$ cat config.mk
export PLATFORM = sky130hd
export DESIGN_NAME = pc_update_ctrl
export DESIGN_NICKNAME = d
export VERILOG_FILES = /design/src/rtl/pc_update_ctrl.sv
export SDC_FILE = /design/constraint.sdc
export NUM_CORES = 1
export LEC_CHECK = 0
export CAP_MARGIN = 20
export CORE_ASPECT_RATIO = 1.1
export CORE_MARGIN = 10
export CORE_UTILIZATION = 45
export CTS_CLUSTER_SIZE = 8
export DETAILED_ROUTE_END_ITERATION = 10
export PLACE_DENSITY_LB_ADDON = 0.05
export SETUP_SLACK_MARGIN = 0.5
export SLEW_MARGIN = 20
export SYNTH_ARGS = -nofsm -noshare
export SYNTH_HDL_FRONTEND = slang
export SYNTH_SLANG_ARGS = --single-unit
$ cat constraint.sdc
create_clock -name clk -period 4.5 [get_ports clk]
set_clock_uncertainty 0.1 [all_clocks]
set_input_delay 1.125 -clock clk [delete_from_list [all_inputs] [get_ports clk]]
set_output_delay 1.125 -clock clk [all_outputs]
set_load 0.005 [all_outputs]
$ cat src/rtl/pc_update_ctrl.sv
// PC-write controller: resolves same-cycle PC update requests, owns EPC, and
// sequences exception entry (save EPC, fetch vector, load vector into PC).
module pc_update_ctrl #(
  parameter int unsigned VEC_BASE = 253,
  parameter int unsigned MEM_LAT  = 1
) (
  input  logic        clk,
  input  logic        reset,
  input  logic        step_req,
  input  logic        jump_req,
  input  logic        branch_req,
  input  logic        zero,
  input  logic        rte_req,
  input  logic        exc_valid,
  input  logic [1:0]  exc_code,
  input  logic [31:0] pc_in,
  output logic [2:0]  PCSource,
  output logic        PCWrite,
  output logic [31:0] epc_out,
  output logic [31:0] mem_addr,
  output logic        mem_read,
  output logic        busy,
  output logic        exc_lost
);

  localparam logic [1:0] IDLE     = 2'd0;
  localparam logic [1:0] EXC_READ = 2'd1;
  localparam logic [1:0] EXC_WAIT = 2'd2;
  localparam logic [1:0] EXC_LOAD = 2'd3;

  localparam logic [2:0] SRC_JUMP   = 3'b000;
  localparam logic [2:0] SRC_RESULT = 3'b001;
  localparam logic [2:0] SRC_ALU    = 3'b010;
  localparam logic [2:0] SRC_MEM    = 3'b011;
  localparam logic [2:0] SRC_EPC    = 3'b100;

  localparam int unsigned CntW = (MEM_LAT < 2) ? 1 : $clog2(MEM_LAT + 1);
  localparam logic [CntW-1:0] LatInit = CntW'(MEM_LAT);
  localparam logic [31:0]     VecBase = 32'(VEC_BASE);

  logic [1:0]      state_q, state_d;
  logic [CntW-1:0] cnt_q, cnt_d;
  logic [31:0]     epc_q, epc_d;
  logic [31:0]     addr_q, addr_d;
  logic            lost_q, lost_d;
  logic [1:0]      code_eff;

  // Unused code 2'b11 shares the invalid-opcode vector.
  assign code_eff = (exc_code == 2'b11) ? 2'b00 : exc_code;

  always_comb begin
    state_d  = state_q;
    cnt_d    = cnt_q;
    epc_d    = epc_q;
    addr_d   = addr_q;
    lost_d   = lost_q;
    PCSource = SRC_RESULT;
    PCWrite  = 1'b0;
    mem_read = 1'b0;

    case (state_q)
      IDLE: begin
        if (exc_valid) begin
          epc_d   = pc_in - 32'd4;
          addr_d  = VecBase + {30'd0, code_eff};
          state_d = EXC_READ;
        end else if (rte_req) begin
          PCSource = SRC_EPC;
          PCWrite  = 1'b1;
        end else if (jump_req) begin
          PCSource = SRC_JUMP;
          PCWrite  = 1'b1;
        end else if (branch_req) begin
          PCSource = SRC_ALU;
          PCWrite  = zero;
        end else if (step_req) begin
          PCSource = SRC_RESULT;
          PCWrite  = 1'b1;
        end
      end
      EXC_READ: begin
        mem_read = 1'b1;
        cnt_d    = LatInit;
        state_d  = EXC_WAIT;
      end
      EXC_WAIT: begin
        cnt_d = cnt_q - CntW'(1);
        if (cnt_q == CntW'(1)) begin
          state_d = EXC_LOAD;
        end
      end
      EXC_LOAD: begin
        PCSource = SRC_MEM;
        PCWrite  = 1'b1;
        state_d  = IDLE;
      end
      default: state_d = IDLE;
    endcase

    // A second exception cannot be serviced mid-sequence; flag it and drop it.
    if ((state_q != IDLE) && exc_valid) begin
      lost_d = 1'b1;
    end
  end

  always_ff @(posedge clk or posedge reset) begin
    if (reset) begin
      state_q <= IDLE;
      cnt_q   <= '0;
      epc_q   <= '0;
      addr_q  <= '0;
      lost_q  <= 1'b0;
    end else begin
      state_q <= state_d;
      cnt_q   <= cnt_d;
      epc_q   <= epc_d;
      addr_q  <= addr_d;
      lost_q  <= lost_d;
    end
  end

  assign busy     = (state_q != IDLE);
  assign epc_out  = epc_q;
  assign mem_addr = addr_q;
  assign exc_lost = lost_q;

endmodule

---- After elaboration in Yosys (flattened, before gate mapping) ----
Index checks and enable logic that the tools add are counted.
storage, ports and cells
  word-level logic and storage cells ...... 37
  register bits ........................... 68
  output and inout bits ................... 71
  bits in writable memories ............... 0
  memory bits (read-only) ................. 0
  bits in latches ......................... 0
  memories kept ........................... 0
  input bits .............................. 42
cells by class
  shifts and indexed selects .............. 0
  bitwise gates (word level) .............. 0
  muxes and demuxes ....................... 17
  $mul .................................... 0
  $lt $le $gt $ge ......................... 0
  equality and inequality tests ........... 6
  reductions and logical operators ........ 6
  divide/modulo/power cells ............... 0
  add/subtract/negate cells ............... 3
operators with widths
  operator                                             number
  subtractor 32 x 3 -> 32 bit, second input constant   1
  2-to-1 mux 2 bit                                     5
  adder 8 x 2 -> 9 bit, first input constant           1
  case mux 2 bit (4 select lines)                      1
  equality test 2 bit, second input constant           3
  2-to-1 mux 1 bit                                     6
  2-to-1 mux 3 bit                                     2
  case mux 3 bit (2 select lines)                      1
  inequality test 2 bit, second input constant         2
  case mux 1 bit (2 select lines)                      2
  AND reduction 2 bit                                  2
  nonzero test 2 bit                                   2
  equality test 2 x 1 -> 1 bit, second input constant  1
  logical NOT 2 bit                                    1
  logical AND 1 bit                                    1
  subtractor 1 bit, second input constant              1

---- Logic depth before layout (Yosys ltp) ----
Gate-level depths: netlist of run 1.
  depth in word-level cells ............... 6
  gate-level depth with buffers ........... 8
  depth with buffers taken out ............ 6

---- Least setup slack after synthesis of run 1 ----
No wires, ideal clock.
  path type ............................... input port to flip-flop
  from .................................... in pc_in[7]
  to ...................................... reg epc_q[23], in the netlist epc_out[23]
  path buffers ............................ 2
  setup time .............................. 0.082 ns
  cell stages on the path ................. 6
  data required time ...................... 4.318 ns
  arrival ................................. 3.020 ns
  slack ................................... 1.298 ns
  path through ............................ or4_1 > buf_2 > or4_1 > clkbuf_2 > or4_1 > a31oi_1
between the ends
  longest elaborated chain between the ends .. 1
ends and longest elaborated chain
  item                         RTL line  RTL
  start, declared              16        input logic [31:0] pc_in,
  subtractor 32 x 3 -> 32 bit  64        epc_d = pc_in - 32'd4;
  end signal, assigned         116       epc_q <= epc_d;
  end, declared                43        logic [31:0] epc_q, epc_d;
No other way between the ends.
A chain may end at the register's enable or synchronous reset.

---- Worst setup path after layout of run 1 ----
  from .................................... in exc_valid
  to ...................................... out PCWrite
between the ends
  longest elaborated chain between the ends .. 2
ends and longest elaborated chain
  item                             RTL line  RTL
  start, declared                  14        input logic exc_valid,
  2-to-1 mux 1 bit                 63        if (exc_valid) begin
  case mux 1 bit (2 select lines)  61        case (state_q)
  end, declared                    18        output logic PCWrite,
No other way between the ends.

==> results of run 1 <==
[cell usage after synthesis]
master	n	area, µm²
a21o_1	2	15.01
a21oi_1	1	5.000
a221o_1	1	10.01
a22oi_1	1	7.510
a31oi_1	17	106.4
a41oi_1	1	8.760
and3_1	2	12.51
buf_2	2	10.01
buf_4	28	210.2
clkbuf_1	9	33.78
clkbuf_2	1	5.000
conb_1	1	3.750
dfrtp_1	40	1001
ha_1	7	87.58
inv_1	11	41.29
mux2_2	1	11.26
mux2i_1	1	10.01
nand2_1	27	101.4
nand2b_1	4	25.02
nand3_1	5	25.02
nand4_1	1	6.260
nor2_1	27	101.4
nor3_1	6	30.03
nor3b_1	2	15.01
nor4_1	3	18.77
o211ai_1	1	7.510
o21a_1	1	7.510
o21ai_0	22	110.1
o31ai_1	8	60.06
o41a_1	1	11.26
o41ai_1	2	17.52
or2_2	3	18.77
or3_1	10	62.56
or4_1	13	97.59
or4_4	1	11.26
or4bb_1	1	11.26
xnor2_1	6	52.55
xor2_1	4	35.03
[layer usage]
metal / wire length, µm / up-vias / share of wire, % / GRT usage, %
li1: - / 1083 / - / -
met1: 2639 / 993 / 41 / 15.77
met2: 3292 / 56 / 52 / 25.11
met3: 418 / 2 / 6.6 / 5.320
met4: 30 / 0 / 0.47 / 3.214
met5: 0 / - / 0 / 0
[logic make-up (layout without fill, tap and decap cells)]
kind of cell / Yosys count / in the layout / share of synthesized area, %
AND/OR/NAND/NOR: 105 / 105 / 22.32
AO/OA/AOI/OAI: 58 / 58 / 15.24
buffers and inverters: 51 / 110 / 12.49
flip-flops: 40 / 40 / 41.62
XOR/XNOR: 10 / 10 / 3.642
adder cells (fa/ha/maj): 7 / 7 / 3.642
multiplexers: 2 / 2 / 0.8845
other: 1 / 23 / 0.1559
[worst max-delay path, delay by kind of cell]
| kind | cells | cell delay, ns |
|---|---|---|
| and+or+nand+nor | 3 | 0.35 |
| AOI/OAI and AO/OA | 1 | 0.14 |
| buffers and inverters | 2 | 1.02 |
[flip-flops by register name, summed over array words and instances, names as in the netlist]
register / flops
epc_out: 32
exc_lost: 1
state_q: 2
cnt_q: 1
mem_addr: 4
[stage by stage]
stage	hold WS [ns]	area, µm²	instances	power (mW)
after detailed placement	0.3433	3234	420	1.480
after global routing	0.3783	3331	427	1.858
final	0.3608	3331	427	1.708
after CTS	0.3594	3331	427	1.737
after global placement	0.3400	3234	420	1.457
after floorplan	0.3510	2487	296	0.9790
[layout make-up]
class                   instances  area (µm²)  area share [%]
well taps                      72       90.09           2.705
multi-input cells             205        1189           35.69
clock buffers                   7       96.34           2.893
inverters                      11       41.29           1.240
flip-flops and latches         40        1001           30.05
repair buffers                 92       913.4           27.42
[worst min-delay path by stage]
stage	endpoint	slack, ns	cells after the start
floorplan	exc_lost	0.35	1
global placement	exc_lost	0.34	1
detailed placement	exc_lost	0.34	1
CTS	exc_lost	0.36	1
global route	exc_lost	0.38	1
finish	exc_lost	0.36	1
[power breakdown]
part | total (mW) | internal [mW] | switching, mW
Clock | 0.257 | 0.137 | 0.120
Sequential | 0.617 | 0.525 | 0.0923
Combinational | 0.834 | 0.490 | 0.343
Total | 1.71 | 1.15 | 0.556
==> results.toml, run 1 <==
[run_status]
outcome = "finished clean"

[hold_path]
min-delay-start = "exc_lost"
hp-class = "reg -> reg"

[drt]
detail-route-antenna-nets = 0
routed_wl_mm = 6.381
drt_iter0_drc = 67
route.detailed.drc = 0
num_vias = 2134
dr.pass1.iters = 4
via_per_inst = 4.998
wire_per_inst_um = 14.94

[cells_and_area]
drive_gt1_share_pct = 4.507
diodes = 0
area_growth_pct = 38.50
final_nets = 404
most-common-layout-cells = "89 x clkdlybuf4s50_1, 40 x dfrtp_1, 27 x nand2_1"
layout_commonest_cell = "clkdlybuf4s50_1"
final_util_pct = 65.29
fillers = 460

[clocking]
clockRootBuffer = "clkbuf_8"
cts.path.max_buffers = 2
tritoncts = "yes"
post_cts_buffers = 0
cts_sinks = 40
postCtsResizedCells = 0
cts.reportedPaths.clkPinSlew_ns = 0.07
insertion_delay_ns = 0.28
htree_levels = 2
cts.hold.buffers_added = 0
cts_made_buffers = 5

[worst_setup_path]
path_class = "in -> out"
endpoint_kind = "primary output"
r2r_end = "epc_out[29]"
reg2regPathDepth = 4
cp-start-kind = "input port"
cp-endpoint = "PCWrite"
critPathMaxFanout = 7
slowest_delay_ns = 0.51
crit_slowest_cell = "clkdlybuf4s50_1"
r2r_setup_slack_ns = 2.34
cp.required_ns = 3.27
cp-startpoint = "exc_valid"
r2r-start = "state_q[0]"
arrival_ns = 2.64
worstPathCellList = "clkdlybuf4s50_1, nand2b_1, a21oi_1, nor2_1, nor2_1, clkdlybuf4s50_1"

[global_route]
grt-ovfl-total = 0
antenna_found_initial = 0
grt_start_max_net_pins = 41
grt_pass1_vias = 2125
grt_use_total_pct = 14.24
grt_pass1_wl_mm = 10.49

[timing]
relSlewSlack_pct = 37.12
timing.final.ws_setup_ns = 0.6352
setup_viol = 0
hold_viol_final = 0
final.min_clock_period_ns = 3.865
rsz0062_at_grt = "no"
tightest_slew_ns = 0.9410
setup_tns_ns = 0
fmax_mhz = 258.7
finalCritPeriodShare_pct = 85.88
drv_slew = 0

[power_and_ir_drop]
powerDensity_mw_per_mm2 = 512.7
p_leak_nw = 1.341
irDropWorstVdd_mv = 0.3408

[place]
place_congestion = 0.7993
io_buffers = 89
dpl_worst_slack_ns = 0.5275
place_hpwl_mm = 5.033

[yosys]
synth-seq-cells = 40
synthCells = 274
ys_seq_area_share_pct = 41.62
ys.warnings.count = 0
synth.distinct_cells = 38
syn_area_mm2 = 0.002405
avgSynthCellArea_um2 = 8.777

[floorplanning]
dieArea_mm2 = 0.008671
start_util_pct = 47.14
core_area_mm2 = 0.005101
fp.dieH_um = 96.67
pin_count = 113
die_w_um = 89.70
rows = 27

[job]
drv_cap = 0
Power figures use the tool's default switching activity.
==> run 2: changes to the inputs <==
--- a/config.mk
+++ b/config.mk
@@ -9,11 +9,14 @@
 export CORE_ASPECT_RATIO = 1.1
 export CORE_MARGIN = 10
 export CORE_UTILIZATION = 45
+export CTS_CLUSTER_DIAMETER = 60
 export CTS_CLUSTER_SIZE = 8
 export DETAILED_ROUTE_END_ITERATION = 10
+export HOLD_SLACK_MARGIN = 0.1
 export PLACE_DENSITY_LB_ADDON = 0.05
 export SETUP_SLACK_MARGIN = 0.5
 export SLEW_MARGIN = 20
 export SYNTH_ARGS = -nofsm -noshare
 export SYNTH_HDL_FRONTEND = slang
 export SYNTH_SLANG_ARGS = --single-unit
+export TNS_END_PERCENT = 100
==> results of run 2 <==
No change in the layout: final DEF, timing and power equal those of run 1.
